$ cat src/rtl/fp16_pkg.sv
// Shared definitions for the FP16 log-multiplier front end.
//   - binary16 field positions and exponent constants
//   - operand class encoding (2 bits)
//   - operand framer FSM state encoding
package fp16_pkg;

  localparam int SIGN_BIT = 15;
  localparam int EXP_MSB  = 14;
  localparam int EXP_LSB  = 10;
  localparam int MAN_MSB  = 9;
  localparam int EXP_BIAS = 15;
  localparam logic [4:0] EXP_MAX = 5'd31;

  typedef enum logic [1:0] {
    CLS_NORMAL = 2'd0,
    CLS_ZERO   = 2'd1,
    CLS_INF    = 2'd2,
    CLS_NAN    = 2'd3
  } fp16_class_e;

  typedef enum logic {
    ST_IDLE = 1'b0,
    ST_HALF = 1'b1
  } framer_state_e;

endpackage

$ cat src/rtl/fp16_classify.sv
// Combinational binary16 operand classifier.
//   din  : raw binary16 operand
//   dout : operand with subnormals flushed to signed zero, else unchanged
//   cls  : NORMAL / ZERO / INF / NAN
module fp16_classify
  import fp16_pkg::*;
(
  input  logic [15:0]  din,
  output logic [15:0]  dout,
  output fp16_class_e  cls
);

  logic [4:0] exp_f;
  logic [9:0] man_f;

  assign exp_f = din[EXP_MSB:EXP_LSB];
  assign man_f = din[MAN_MSB:0];

  always_comb begin
    dout = din;
    cls  = CLS_NORMAL;
    if (exp_f == 5'd0) begin
      // Zero and subnormal both collapse to a signed zero.
      cls  = CLS_ZERO;
      dout = {din[SIGN_BIT], 15'b0};
    end else if (exp_f == EXP_MAX) begin
      // NaN payload is passed through untouched.
      cls = (man_f == 10'd0) ? CLS_INF : CLS_NAN;
    end
  end

endmodule

$ cat src/rtl/fp16_operand_framer.sv
// Byte-serial FP16 operand framer.
// Collects A/B operands low byte first (one A and one B byte per beat),
// classifies them, and hands the pair downstream over valid/ready through
// a staging register plus an output register.
//   clk, rst                 : clock, asynchronous active-high reset
//   byte_valid/byte_a/byte_b : beat input
//   byte_ready               : beat accepted this cycle (staging not full)
//   op_valid/op_ready        : operand pair handshake
//   op_a/op_b                : flushed operands
//   a_class/b_class          : operand classes
//   err_timeout              : one-cycle pulse when a half frame is dropped
module fp16_operand_framer
  import fp16_pkg::*;
#(
  parameter int TIMEOUT_CYCLES = 255,
  parameter int CNT_W          = 8
) (
  input  logic        clk,
  input  logic        rst,
  input  logic        byte_valid,
  input  logic [7:0]  byte_a,
  input  logic [7:0]  byte_b,
  output logic        byte_ready,
  output logic        op_valid,
  input  logic        op_ready,
  output logic [15:0] op_a,
  output logic [15:0] op_b,
  output logic [1:0]  a_class,
  output logic [1:0]  b_class,
  output logic        err_timeout
);

  localparam logic [CNT_W:0] TO_VAL = TIMEOUT_CYCLES[CNT_W:0];

  framer_state_e state, state_nxt;
  logic [7:0]       lo_a, lo_b;
  logic [CNT_W-1:0] cnt;
  logic [CNT_W:0]   cnt_plus;
  logic             accept, frame_done, timeout_hit;
  logic             hs, load_out, load_stg, move_stg;

  logic             stg_full;
  logic [15:0]      stg_a, stg_b;
  fp16_class_e      stg_ca, stg_cb;

  logic [15:0]      val_a, val_b;
  fp16_class_e      cls_a, cls_b;

  // byte_ready depends only on registered state, never on op_ready.
  assign byte_ready = !stg_full;
  assign accept     = byte_valid & byte_ready;
  assign cnt_plus   = {1'b0, cnt} + {{CNT_W{1'b0}}, 1'b1};

  // Assembly FSM
  always_ff @(posedge clk or posedge rst) begin
    if (rst) state <= ST_IDLE;
    else     state <= state_nxt;
  end

  always_comb begin
    state_nxt   = state;
    frame_done  = 1'b0;
    timeout_hit = 1'b0;
    case (state)
      ST_IDLE: if (accept) state_nxt = ST_HALF;
      ST_HALF: begin
        if (accept) begin
          frame_done = 1'b1;
          state_nxt  = ST_IDLE;
        end else if ((TIMEOUT_CYCLES != 0) && (cnt_plus == TO_VAL)) begin
          timeout_hit = 1'b1;
          state_nxt   = ST_IDLE;
        end
      end
      default: state_nxt = ST_IDLE;
    endcase
  end

  // Idle counter keeps running in HALF even while staging backpressures beats.
  always_ff @(posedge clk or posedge rst) begin
    if (rst) begin
      cnt         <= '0;
      err_timeout <= 1'b0;
    end else begin
      err_timeout <= timeout_hit;
      if (state == ST_IDLE && accept)      cnt <= '0;
      else if (state == ST_HALF && !accept) cnt <= cnt_plus[CNT_W-1:0];
    end
  end

  always_ff @(posedge clk) begin
    if (state == ST_IDLE && accept) begin
      lo_a <= byte_a;
      lo_b <= byte_b;
    end
  end

  // Classification of the frame being completed
  fp16_classify u_cls_a (.din({byte_a, lo_a}), .dout(val_a), .cls(cls_a));
  fp16_classify u_cls_b (.din({byte_b, lo_b}), .dout(val_b), .cls(cls_b));

  // Routing: output register if free (or draining now), otherwise staging.
  // A frame can only complete while staging is empty, so load_stg and
  // move_stg never coincide.
  assign hs       = op_valid & op_ready;
  assign load_out = frame_done & (!op_valid | hs);
  assign load_stg = frame_done & op_valid & !hs;
  assign move_stg = hs & stg_full;

  always_ff @(posedge clk or posedge rst) begin
    if (rst) begin
      stg_full <= 1'b0;
      op_valid <= 1'b0;
    end else begin
      if (load_stg)      stg_full <= 1'b1;
      else if (move_stg) stg_full <= 1'b0;
      if (load_out | move_stg) op_valid <= 1'b1;
      else if (hs)             op_valid <= 1'b0;
    end
  end

  always_ff @(posedge clk) begin
    if (load_stg) begin
      stg_a  <= val_a;
      stg_b  <= val_b;
      stg_ca <= cls_a;
      stg_cb <= cls_b;
    end
  end

  // Output register
  always_ff @(posedge clk or posedge rst) begin
    if (rst) begin
      op_a    <= '0;
      op_b    <= '0;
      a_class <= '0;
      b_class <= '0;
    end else if (load_out) begin
      op_a    <= val_a;
      op_b    <= val_b;
      a_class <= cls_a;
      b_class <= cls_b;
    end else if (move_stg) begin
      op_a    <= stg_a;
      op_b    <= stg_b;
      a_class <= stg_ca;
      b_class <= stg_cb;
    end
  end

endmodule

$ cat config.mk
export PLATFORM = sky130hd
export DESIGN_NAME = fp16_operand_framer
export DESIGN_NICKNAME = d
export VERILOG_FILES = /design/src/rtl/fp16_pkg.sv /design/src/rtl/fp16_classify.sv /design/src/rtl/fp16_operand_framer.sv
export SDC_FILE = /design/constraint.sdc
export NUM_CORES = 1
export LEC_CHECK = 0
export CAP_MARGIN = 0
export CORE_ASPECT_RATIO = 1.5
export CORE_UTILIZATION = 40
export DETAILED_ROUTE_END_ITERATION = 8
export GPL_ROUTABILITY_DRIVEN = 0
export GPL_TIMING_DRIVEN = 0
export SLEW_MARGIN = 30
export SYNTH_ARGS = -nofsm -noshare
export SYNTH_HDL_FRONTEND = slang
export SYNTH_HIERARCHICAL = 1
export SYNTH_SLANG_ARGS = --single-unit
$ cat constraint.sdc
create_clock -name clk -period 8.64 [get_ports clk]
set_input_delay 1.728 -clock clk [delete_from_list [all_inputs] [get_ports clk]]
set_output_delay 1.728 -clock clk [all_outputs]
set_load 0.01 [all_outputs]
After elaboration in Yosys (flattened, before gate mapping)
Cells that the tools add are included.
{"block": "word_totals", "reg_bits": 100, "output_inout_bits": 39, "wordCells": 72, "input_bits": 20}
{"block": "classes", "addsub": 1, "reduce_logical": 14, "bitwise_logic": 9, "eq_ne": 3, "muxes": 30}
{"cell": "16-bit 2-to-1 mux", "n": 4}
{"cell": "15-bit 2-to-1 mux", "n": 2}
{"cell": "10-bit logical NOT", "n": 2}
{"cell": "2-bit 2-to-1 mux", "n": 8}
{"cell": "8-bit 2-to-1 mux", "n": 2}
{"cell": "1-bit 2-to-1 mux", "n": 13}
{"cell": "5-bit equality test, second input constant", "n": 2}
{"cell": "5-bit logical NOT", "n": 2}
{"cell": "8-bit by 1-bit adder with 9-bit output, second input constant", "n": 1}
{"cell": "9-bit by 8-bit equality test with 1-bit output, second input constant", "n": 1}
{"cell": "2-bit nonzero test", "n": 4}
{"cell": "1-bit AND", "n": 6}
{"cell": "1-bit logical NOT", "n": 4}
{"cell": "1-bit logical AND", "n": 2}
{"cell": "1-bit OR", "n": 2}
{"cell": "1-bit case mux with 2 select lines", "n": 1}
{"cell": "1-bit inverter", "n": 1}

Depth between registers and ports, before layout
{"block": "logic_depth", "word_depth": 7, "mapped_depth": 6, "mapped_depth_nobuf": 5}

Hierarchy
Netlist, hierarchy kept.
{"module": "fp16_operand_framer", "area_per_inst_um2": 3891.2, "instances": 1, "cells_per_inst": 286}
{"module": "fp16_classify", "area_per_inst_um2": 151.4, "instances": 2, "cells_per_inst": 27}

Worst setup path before layout
No wires, ideal clock.
{"block": "synth_path", "path_kind": "in2reg", "startpoint": "input byte_valid", "endpoint": "register stg_a[0] (enable)", "n_path_buf": 0, "stages": 4, "slack_ns": 4.427, "arrival_time_ns": 3.784, "required_ns": 8.211, "cell_sequence": "nor2b_1 -> ha_1 -> nand2_1 -> nor2_1"}
{"block": "synth_via", "elab_chain_cells": 5}
{"item": "start: declaration", "line": "fp16_operand_framer.sv:20", "source": "input logic byte_valid,"}
{"item": "1-bit AND", "line": "fp16_operand_framer.sv:51", "source": "assign accept = byte_valid & byte_ready;"}
{"item": "1-bit 2-to-1 mux", "line": "fp16_operand_framer.sv:67", "source": "if (accept) begin"}
{"item": "1-bit 2-to-1 mux", "line": "fp16_operand_framer.sv:64", "source": "case (state)"}
{"item": "1-bit AND (2 in a row)", "line": "fp16_operand_framer.sv:107", "source": "assign load_stg = frame_done & op_valid & !hs;"}
{"item": "net load_stg", "line": "fp16_operand_framer.sv:40", "source": "logic hs, load_out, load_stg, move_stg;"}
{"item": "end signal: assignment", "line": "fp16_operand_framer.sv:124", "source": "stg_a <= val_a;"}
{"item": "end: declaration", "line": "fp16_operand_framer.sv:43", "source": "logic [15:0] stg_a, stg_b;"}
The timed path passes the listed nets, and every way through them passes these cells.
A chain may end at the register's enable or synchronous reset.

Worst setup path after layout
{"block": "layout_path", "startpoint": "input byte_valid", "endpoint": "register op_b[2]"}
{"block": "layout_via", "elab_chain_cells": 5}
{"item": "1-bit AND (*)", "line": "fp16_operand_framer.sv:51"}
{"item": "1-bit 2-to-1 mux (*)", "line": "fp16_operand_framer.sv:67"}
{"item": "1-bit 2-to-1 mux (*)", "line": "fp16_operand_framer.sv:64"}
{"item": "1-bit AND (*)", "line": "fp16_operand_framer.sv:106", "source": "assign load_out = frame_done & (!op_valid | hs);"}
{"item": "16-bit 2-to-1 mux or 2-bit nonzero test (tied branches)"}
{"item": "end signal: assignment", "line": "fp16_operand_framer.sv:140", "source": "op_b <= val_b;"}
{"item": "end signal: assignment", "line": "fp16_operand_framer.sv:145", "source": "op_b <= stg_b;"}
{"item": "end: declaration", "line": "fp16_operand_framer.sv:27", "source": "output logic [15:0] op_b,"}
Every way passes the cells marked *; elsewhere a longest branch is shown, timed or not.

==> results by group <==
Outcome
  – Run status: completed

STA
  – Clock skew: 3.02 ps
  – Setup TNS: 0 ps
  – RSZ-0062 raised after global routing: no
  – Final count of pins violating max slew: 0
  – Tcrit/Tclk final: 0.439
  – Final setup viols: 0
  – Tightest Pin Transition: 708 ps
  – Fin crit period: 3790 ps
  – Fmax: 264 MHz
  – Final hold viol count: 0
  – Worst hold slack: 537 ps
  – Slew margin rel.: 0.527

Power and ir drop
  – Sw Share: 0.234
  – Flop pwr share: 0.523
  – Pwr Density: 194 nW/um2
  – Maximum VDD drop: 0.113 mV
  – Leakage: 0.00228 uW
  – Cell Int Power: 787 uW
  – Total power: 1030 uW
  – Switching component of the power: 240 uW
  – Clock power frac: 0.375
  – Logic pwr share: 0.102

Synth
  – Post-Synth Adder-Cell Area: 0.0119
  – Post-Syn Area per Cell: 12.3 um2
  – Post-Synth XOR/XNOR Area: 0.00418
  – YS warnings: 6
  – Post-synthesis sequential area ratio: 0.659
  – Synth Area in Compound Gates: 0.0725
  – Netlist cell types: 33
  – Number of synthesized register bits: 100
  – Proportion of synthesized area in mux cells: 0.0907
  – Post-Syn Instances: 340
  – Syn Std Cell Area: 4190 um2
  – Main combinational cell family by area after synthesis: simple AND/OR/NAND/NOR gates
  – Synthesized Nets: 364
  – Synth Area in Simple Gates: 0.126

Place
  – DP Area: 5010 um2
  – DPL Wire Length: 5790 um
  – Number of port buffers: 58

Setup path
  – CP startpoint kind: primary input
  – Reg2reg start: stg_full
  – CP Cell Sequence: clkdlybuf4s50_1, nor2b_1, ha_1, a21boi_1, clkbuf_1, o21ai_0
  – CP required: 8830 ps
  – Arr. time, crit path: 3980 ps
  – Register-to-register setup slack: 6280 ps
  – Crit. End Element: register
  – Critical path peak fanout: 10
  – Worst path max stage delay: 600 ps
  – WS Path Type: primary input to register
  – Cell with the largest stage delay on the worst path: a21boi_1
  – Worst R2R End: op_b[2]
  – Reg2reg path depth: 5

Clock tree
  – Hold-fix buffers, CTS: 0
  – Post-CTS setup buffers: 0
  – CTS buffer count: 9
  – Clock root buffer: clkbuf_16
  – Max H-tree Level: 3
  – Clock Latency Late Sink: 330 ps
  – CTS resizes: 0
  – CTS tree: yes
  – CTS Sinks: 100
  – Worst-path clk slew: 60 ps
  – CTS max path bufs: 2

Routing
  – Vias/cell: 5.09
  – Total Wirelength: 8440 um
  – Post-DRT Antenna Nets: 0
  – Wire per inst: 15.8 um
  – DRC Markers: 0
  – Drt first pass iters: 4
  – DRT iter0 DRCs: 119
  – DR vias: 2719

Layout
  – Nets: 436
  – Final instance area: 5290 um2
  – Area Growth Syn to Fin: 26.2%
  – Share of cells above drive strength 1: 0.0839
  – Utilization after layout: 0.522
  – Ant diodes: 0

Min path
  – Hold depth: 2
  – Hold Crit Endpoint: op_b[11]
  – Hold Path Class: register to register
  – Hold Path Origin: stg_b[11]

Floorplan
  – Die Y-Extent: 127 um
  – Core area: 10100 um2
  – I/O pins: 59
  – Initial core utilization: 0.414
  – DIE WIDTH: 85.6 um
  – Site Rows: 45
  – Die ar.: 10900 um2

Global routing
  – Vias in the first global route: 2657
  – Grt ovf: 0
  – Initial antenna violation count: 0
  – GR Util All Layers: 0.167
  – Largest net degree at the start of global routing: 35
  – First-pass GRT wire length: 13800 um

Run
  – Max-Cap Viols: 0
cell usage after synthesis:
master     number  area, um2
edfxtp_1       52       1560
nor3_1          4       20.0
inv_1           6       22.5
nand3b_1        1       7.51
o31ai_1         2       15.0
nand3_2         1       10.0
mux2i_1        38        380
ha_1            4       50.1
o21ai_0        43        215
nand2b_1        1       6.26
a22oi_1         1       7.51
and3b_1         1       8.76
xnor2_1         1       8.76
dfrtp_1        48       1200
nand3_1         8       40.0
a21boi_2        1       11.3
nor2b_1        22        138
a21o_1          3       22.5
buf_2           6       30.0
nand2_1        47        176
a21boi_1        1       7.51
nor3b_1         1       7.51
nand4_1         1       6.26
a21oi_1         2       10.0
nor4_1          4       25.0
xor2_1          1       8.76
or4_1           2       15.0
clkbuf_1       16       60.1
and2b_1         1       7.51
nor2_1         13       48.8
a2111oi_2       1       15.0
buf_4           5       37.5
nor2_2          2       12.5
critical path, delay by kind of cell:
kind	cells	cell delay, ps
buffers and inverters	2	930
AOI/OAI and AO/OA	2	790
adders and majority gates	1	240
and+or+nand+nor	1	280
registers in the layout, summed over array words and instances, names as in the netlist, 2 cells and up:
signal / cells
lo_b: 8
cnt: 8
a_class: 2
stg_b: 16
stg_a: 16
op_b: 16
op_a: 16
stg_ca: 2
stg_cb: 2
b_class: 2
lo_a: 8
area by class of cell:
type / instances / area (um2)
repair buffers: 61 / 656
multi-input cells: 207 / 1290
flip-flops and latches: 100 / 2760
inverters: 6 / 25.0
fillers: 903 / 4840
plain buffers: 27 / 128
clock buffers: 11 / 233
clock inverters: 5 / 52.6
well taps: 117 / 146
stage by stage:
step / instances / setup WS, ps
floorplan: 340 / 4430
global placement: 515 / 2940
detailed placement: 518 / 4400
CTS: 534 / 4770
global route: 534 / 4550
finish: 534 / 4850
power by group through the flow:
| stage | logic [uW] | registers, uW | clock network (uW) |
|---|---|---|---|
| 2_1_floorplan | 75.4 | 542 | 0 |
| 3_3_place_gp | 101 | 546 | 0 |
| 3_5_place_dp | 105 | 547 | 0 |
| 4_1_cts | 106 | 537 | 401 |
| 5_1_grt | 119 | 541 | 414 |
| 6_report | 104 | 537 | 385 |
worst max path at each step:
stage | from | slack [ps] | to | cells after the start
after floorplan | byte_valid | 4430 | stg_a[0] | 4
after global placement | byte_valid | 2940 | stg_a[6] | 5
after detailed placement | byte_valid | 4400 | a_class[0] | 6
after CTS | byte_valid | 4770 | a_class[0] | 6
after global routing | byte_valid | 4550 | op_b[2] | 6
final | byte_valid | 4850 | op_b[2] | 6
cells in the final DEF, fill, tap and decap left out, types with 6 or more instances in the layout:
master,n
nor2_1,12
clkdlybuf4s50_1,58
clkbuf_1,18
clkbuf_16,9
mux2i_1,38
buf_2,6
o21ai_0,43
nand3_1,8
nand2_1,47
dfrtp_1,48
edfxtp_1,52
nor2b_1,22
metal layers:
metal,GRT usage,wire length [um],up-vias,share of wire
met1,0.212,3760,1336,0.45
met3,0.0317,215,9,0.025
met4,0.0618,101,0,0.012
li1,-,-,1334,-
met2,0.281,4360,40,0.52
met5,0,0,-,0
cell families after synthesis:
family | count (synthesis)
AND/OR/NAND/NOR | 109
flip-flops | 100
buffers and inverters | 33
XOR/XNOR | 2
multiplexers | 38
AO/OA/AOI/OAI | 54
adder cells (fa/ha/maj) | 4
(Power assumes the default switching activity.)
==> RTL change 1: new RTL, same settings <==
Set the parameter `CNT_W` to 6 (it was 8).
--- a/src/rtl/fp16_operand_framer.sv
+++ b/src/rtl/fp16_operand_framer.sv
@@ -15,3 +15,3 @@
   parameter int TIMEOUT_CYCLES = 255,
-  parameter int CNT_W          = 8
+  parameter int CNT_W          = 6
 ) (
Check against the original RTL: same outputs for any inputs over 10 cycles, from zero or initial values and one cycle with rst high; that may be too few to reach the edited logic, so the function may still have changed.
==> RTL change 1 against the original RTL <==
  * Design area is 11% lower
  * Register-to-register slack gained 240 ps
  * Worst setup slack gained 260 ps
  * Sequential cell count shrank 8
  * Synthesized area is 12% lower
  * Die area decreased by 12%
  * Routed wire length down 8.2%
  * Highest routed layer unchanged
Power is not compared: it rests on default switching activity, and its combinational part moved more than twofold at a synthesized area within 25%.
==> RTL change 1: results <==
# TYPE chip_impl_metric gauge
chip_impl_metric{name="yosys.area_share.adder",unit=""} 0.00681
chip_impl_metric{name="grt_util_met3",unit=""} 0.0460
chip_impl_metric{name="synth.area.mux_share",unit=""} 0.0123
chip_impl_metric{name="yosys.area_share.xor_xnor",unit=""} 0.00238
chip_impl_info{name="synth.top_cells.by_area",value="sky130_fd_sc_hd__edfxtp_1 42%, sky130_fd_sc_hd__dfrtp_1 27%, sky130_fd_sc_hd__o221a_2 10%"} 1
chip_impl_info{name="holdCritStartpoint",value="op_b[3]"} 1
chip_impl_metric{name="met2WireLength",unit="mm"} 3.84
chip_impl_metric{name="layout.filler_cells",unit=""} 770
chip_impl_metric{name="grt.met1_usage",unit=""} 0.233
chip_impl_metric{name="syn_nets",unit=""} 268
chip_impl_metric{name="place_hpwl",unit="mm"} 5.33
chip_impl_metric{name="final_area",unit="um^2"} 4730
chip_impl_metric{name="whs",unit="ps"} 547
chip_impl_metric{name="clock-skew-final",unit="ps"} 5.12
chip_impl_metric{name="cp_max_fo",unit=""} 19
chip_impl_info{name="hold_path_end",value="op_b[3]"} 1
chip_impl_metric{name="via_count_of_the_first_global_routing_pass",unit=""} 2312
chip_impl_metric{name="worst-r2r-setup-slack",unit="ps"} 6520
chip_impl_metric{name="ys_types",unit=""} 26
chip_impl_metric{name="grt_start_max_net_pins",unit=""} 22
chip_impl_info{name="outcome",value="complete, no violations"} 1
chip_impl_metric{name="groute.layer.met2.usage",unit=""} 0.279
chip_impl_metric{name="synth.yosys.seq_area_share",unit=""} 0.697
chip_impl_metric{name="drive_gt1_frac",unit=""} 0.317
chip_impl_metric{name="wl_met1",unit="mm"} 3.29
chip_impl_info{name="critical_path.slowest_cell",value="sky130_fd_sc_hd__nor2_4"} 1
chip_impl_metric{name="delay_of_the_slowest_critical_path_stage",unit="ps"} 510
chip_impl_metric{name="worstPathArrival",unit="ps"} 3570
RTL change 1: kinds of logic (layout without fill, tap and decap cells):
kind of cell	after synthesis	after routing
AND/OR/NAND/NOR	80	80
buffers and inverters	27	103
AO/OA/AOI/OAI	39	39
adder cells (fa/ha/maj)	2	2
multiplexers	4	4
other	1	1
XOR/XNOR	1	1
flip-flops	92	92
RTL change 1: critical path: cells and delay by family:
family | cells | cell delay (ps)
buffers and inverters | 2 | 690
AND/OR/NAND/NOR | 3 | 880
adder cells (fa/ha/maj) | 1 | 260
RTL change 1: worst max-delay path by stage:
stage,depth (start not counted),end,slack [ps],start
global placement,5,stg_a[15],2930,byte_valid
floorplan,4,stg_a[0],4440,byte_valid
CTS,6,stg_a[14],5070,byte_valid
finish,6,stg_a[15],5110,byte_valid
detailed placement,6,stg_a[14],4710,byte_valid
global route,6,stg_a[14],5000,byte_valid
RTL change 1: through the flow:
stage	cells	setup WS [ps]
5_1_grt	432	5000
3_5_place_dp	416	4710
2_1_floorplan	246	4440
6_report	432	5110
4_1_cts	432	5070
3_3_place_gp	414	2930
RTL change 1: final cells by class:
| type | instances | share of cell area |
|---|---|---|
| Buffer | 23 | 0.0246 |
| Clock buffer | 11 | 0.0513 |
| Clock inverter | 5 | 0.00714 |
| Inverter | 4 | 0.00317 |
| Multi-Input combinational cell | 127 | 0.209 |
| Sequential cell | 92 | 0.541 |
| Tap cell | 110 | 0.0291 |
| Timing Repair Buffer | 60 | 0.134 |
RTL change 1: power by group through the flow:
stage	clock network, mW	logic (mW)	registers (mW)
final	0.368	0.0257	0.464
after global routing	0.396	0.0286	0.464
after CTS	0.375	0.0264	0.464
after global placement	0	0.0242	0.473
after detailed placement	0	0.0262	0.473
after floorplan	0	0.00890	0.473
==> RTL change 2: new RTL, config.mk and constraints unchanged <==
Made on the original files. Make the reset (`rst`) synchronous in 4 clocked blocks. Comments in the files are not updated.
--- a/src/rtl/fp16_operand_framer.sv
+++ b/src/rtl/fp16_operand_framer.sv
@@ -54,3 +54,3 @@
   // Assembly FSM
-  always_ff @(posedge clk or posedge rst) begin
+  always_ff @(posedge clk) begin
     if (rst) state <= ST_IDLE;
@@ -79,3 +79,3 @@
   // Idle counter keeps running in HALF even while staging backpressures beats.
-  always_ff @(posedge clk or posedge rst) begin
+  always_ff @(posedge clk) begin
     if (rst) begin
@@ -109,3 +109,3 @@
 
-  always_ff @(posedge clk or posedge rst) begin
+  always_ff @(posedge clk) begin
     if (rst) begin
@@ -131,3 +131,3 @@
   // Output register
-  always_ff @(posedge clk or posedge rst) begin
+  always_ff @(posedge clk) begin
     if (rst) begin
Formal check against the unedited RTL: differs if rst is asserted again (counterexample within 4 cycles, from zero or initial values and one cycle with rst high); with rst held inactive, the same outputs for 10 cycles.
==> RTL change 2 against the original RTL <==
  * Design area increased by 2.6%
  * Worst setup slack improved by 130 ps
  * Register-to-register slack improved by 30 ps
  * Highest routed layer unchanged
  * Clock power decreased by 5%
  * First-iteration DRC count decreased by 17%
  * Routed wire length increased by 7.8%
  * Non-clock buffer count increased by 10
  * Critical path type unchanged
  * Critical path depth increased by 2
  * Sequential cell count unchanged
  * Synthesized area increased by 3.8%
  * Total power decreased by 2.5%
==> RTL change 2: results <==
# TYPE chip_impl_metric gauge
chip_impl_info{name="holdCritStartpoint",value="cnt[6]"} 1
chip_impl_metric{name="clock_network_power_share",unit=""} 0.366
chip_impl_metric{name="yosys.area_share.adder",unit=""} 0.00575
chip_impl_metric{name="whs",unit="ps"} 510
chip_impl_metric{name="yosys.area_share.xor_xnor",unit=""} 0.00201
chip_impl_metric{name="ys_types",unit=""} 43
chip_impl_metric{name="stdcell_count",unit=""} 574
chip_impl_info{name="worstReg2RegStart",value="state"} 1
chip_impl_info{name="critical_path.slowest_cell",value="sky130_fd_sc_hd__clkdlybuf4s50_1"} 1
chip_impl_metric{name="p_clk",unit="mW"} 0.367
chip_impl_info{name="outcome",value="complete, no violations"} 1
chip_impl_info{name="synth.top_cells.by_area",value="sky130_fd_sc_hd__edfxtp_1 36%, sky130_fd_sc_hd__dfxtp_1 22%, sky130_fd_sc_hd__a211oi_2 10%"} 1
chip_impl_metric{name="synthesized_area_fraction_occupied_by_ao_oa_aoi_and_oai_cells",unit=""} 0.134
chip_impl_metric{name="drt-initial-drc-count",unit=""} 99
chip_impl_metric{name="syn_nets",unit=""} 373
chip_impl_metric{name="synth.yosys.seq_area_share",unit=""} 0.580
chip_impl_metric{name="delay_of_the_slowest_critical_path_stage",unit="ps"} 490
chip_impl_info{name="synth_commonest_cells",value="52 x sky130_fd_sc_hd__edfxtp_1, 48 x sky130_fd_sc_hd__dfxtp_1, 46 x sky130_fd_sc_hd__nor2_1"} 1
chip_impl_metric{name="power.leakage",unit="nW"} 2.08
chip_impl_metric{name="placement.cell_area",unit="um^2"} 5160
chip_impl_info{name="hold_path_end",value="cnt[6]"} 1
chip_impl_metric{name="worstPathArrival",unit="ps"} 3710
chip_impl_metric{name="clock-skew-final",unit="ps"} 7.69
chip_impl_metric{name="grt_util_all_layers",unit=""} 0.173
chip_impl_metric{name="postSynth.asyncResetShare",unit=""} 0
chip_impl_metric{name="worst-slew-pin-transition",unit="ps"} 799
chip_impl_metric{name="synth.area.mux_share",unit=""} 0.0897
chip_impl_metric{name="fin_nets",unit=""} 447
chip_impl_metric{name="wl_per_instance",unit="um"} 15.8
chip_impl_metric{name="internal_power_component",unit="mW"} 0.763
chip_impl_metric{name="power.ir.vdd_worst",unit="mV"} 0.103
chip_impl_metric{name="via_count_of_the_first_global_routing_pass",unit=""} 2862
chip_impl_metric{name="grt_pass1_wl",unit="mm"} 14.6
chip_impl_metric{name="drive_gt1_frac",unit=""} 0.193
chip_impl_metric{name="placement.setup.worst_slack",unit="ps"} 4600
chip_impl_metric{name="reg2reg_depth",unit=""} 8
chip_impl_metric{name="layout.filler_cells",unit=""} 1013
chip_impl_metric{name="avgViaCountPerCell",unit=""} 5.01
-- RTL change 2: cell count changes in the layout (fill, tap and decap cells not counted), sizes merged, moves of 4 or more --
cell,before,now
dfxtp,0,48
buf,14,27
clkbuf,27,22
o21ai,43,2
dfrtp,48,0
nor2,15,48
nand2,47,9
nand3,9,13
a211oi,0,36
-- RTL change 2: metal layers --
layer	vias up	part of all wire	track usage
met5	-	0	0
met4	0	0.024	0.0955
met3	13	0.026	0.0196
met2	59	0.50	0.299
met1	1380	0.45	0.209
li1	1423	-	-
-- RTL change 2: final cells by class --
| cell class | instances | area, um^2 | area share |
|---|---|---|---|
| Inverter | 3 | 11.3 | 0.00207 |
| Clock inverter | 7 | 43.8 | 0.00806 |
| Buffer | 35 | 203 | 0.0373 |
| Clock buffer | 9 | 225 | 0.0415 |
| Tap cell | 144 | 180 | 0.0332 |
| Sequential cell | 100 | 2520 | 0.464 |
| Multi-Input combinational cell | 213 | 1620 | 0.298 |
| Timing Repair Buffer | 63 | 626 | 0.115 |
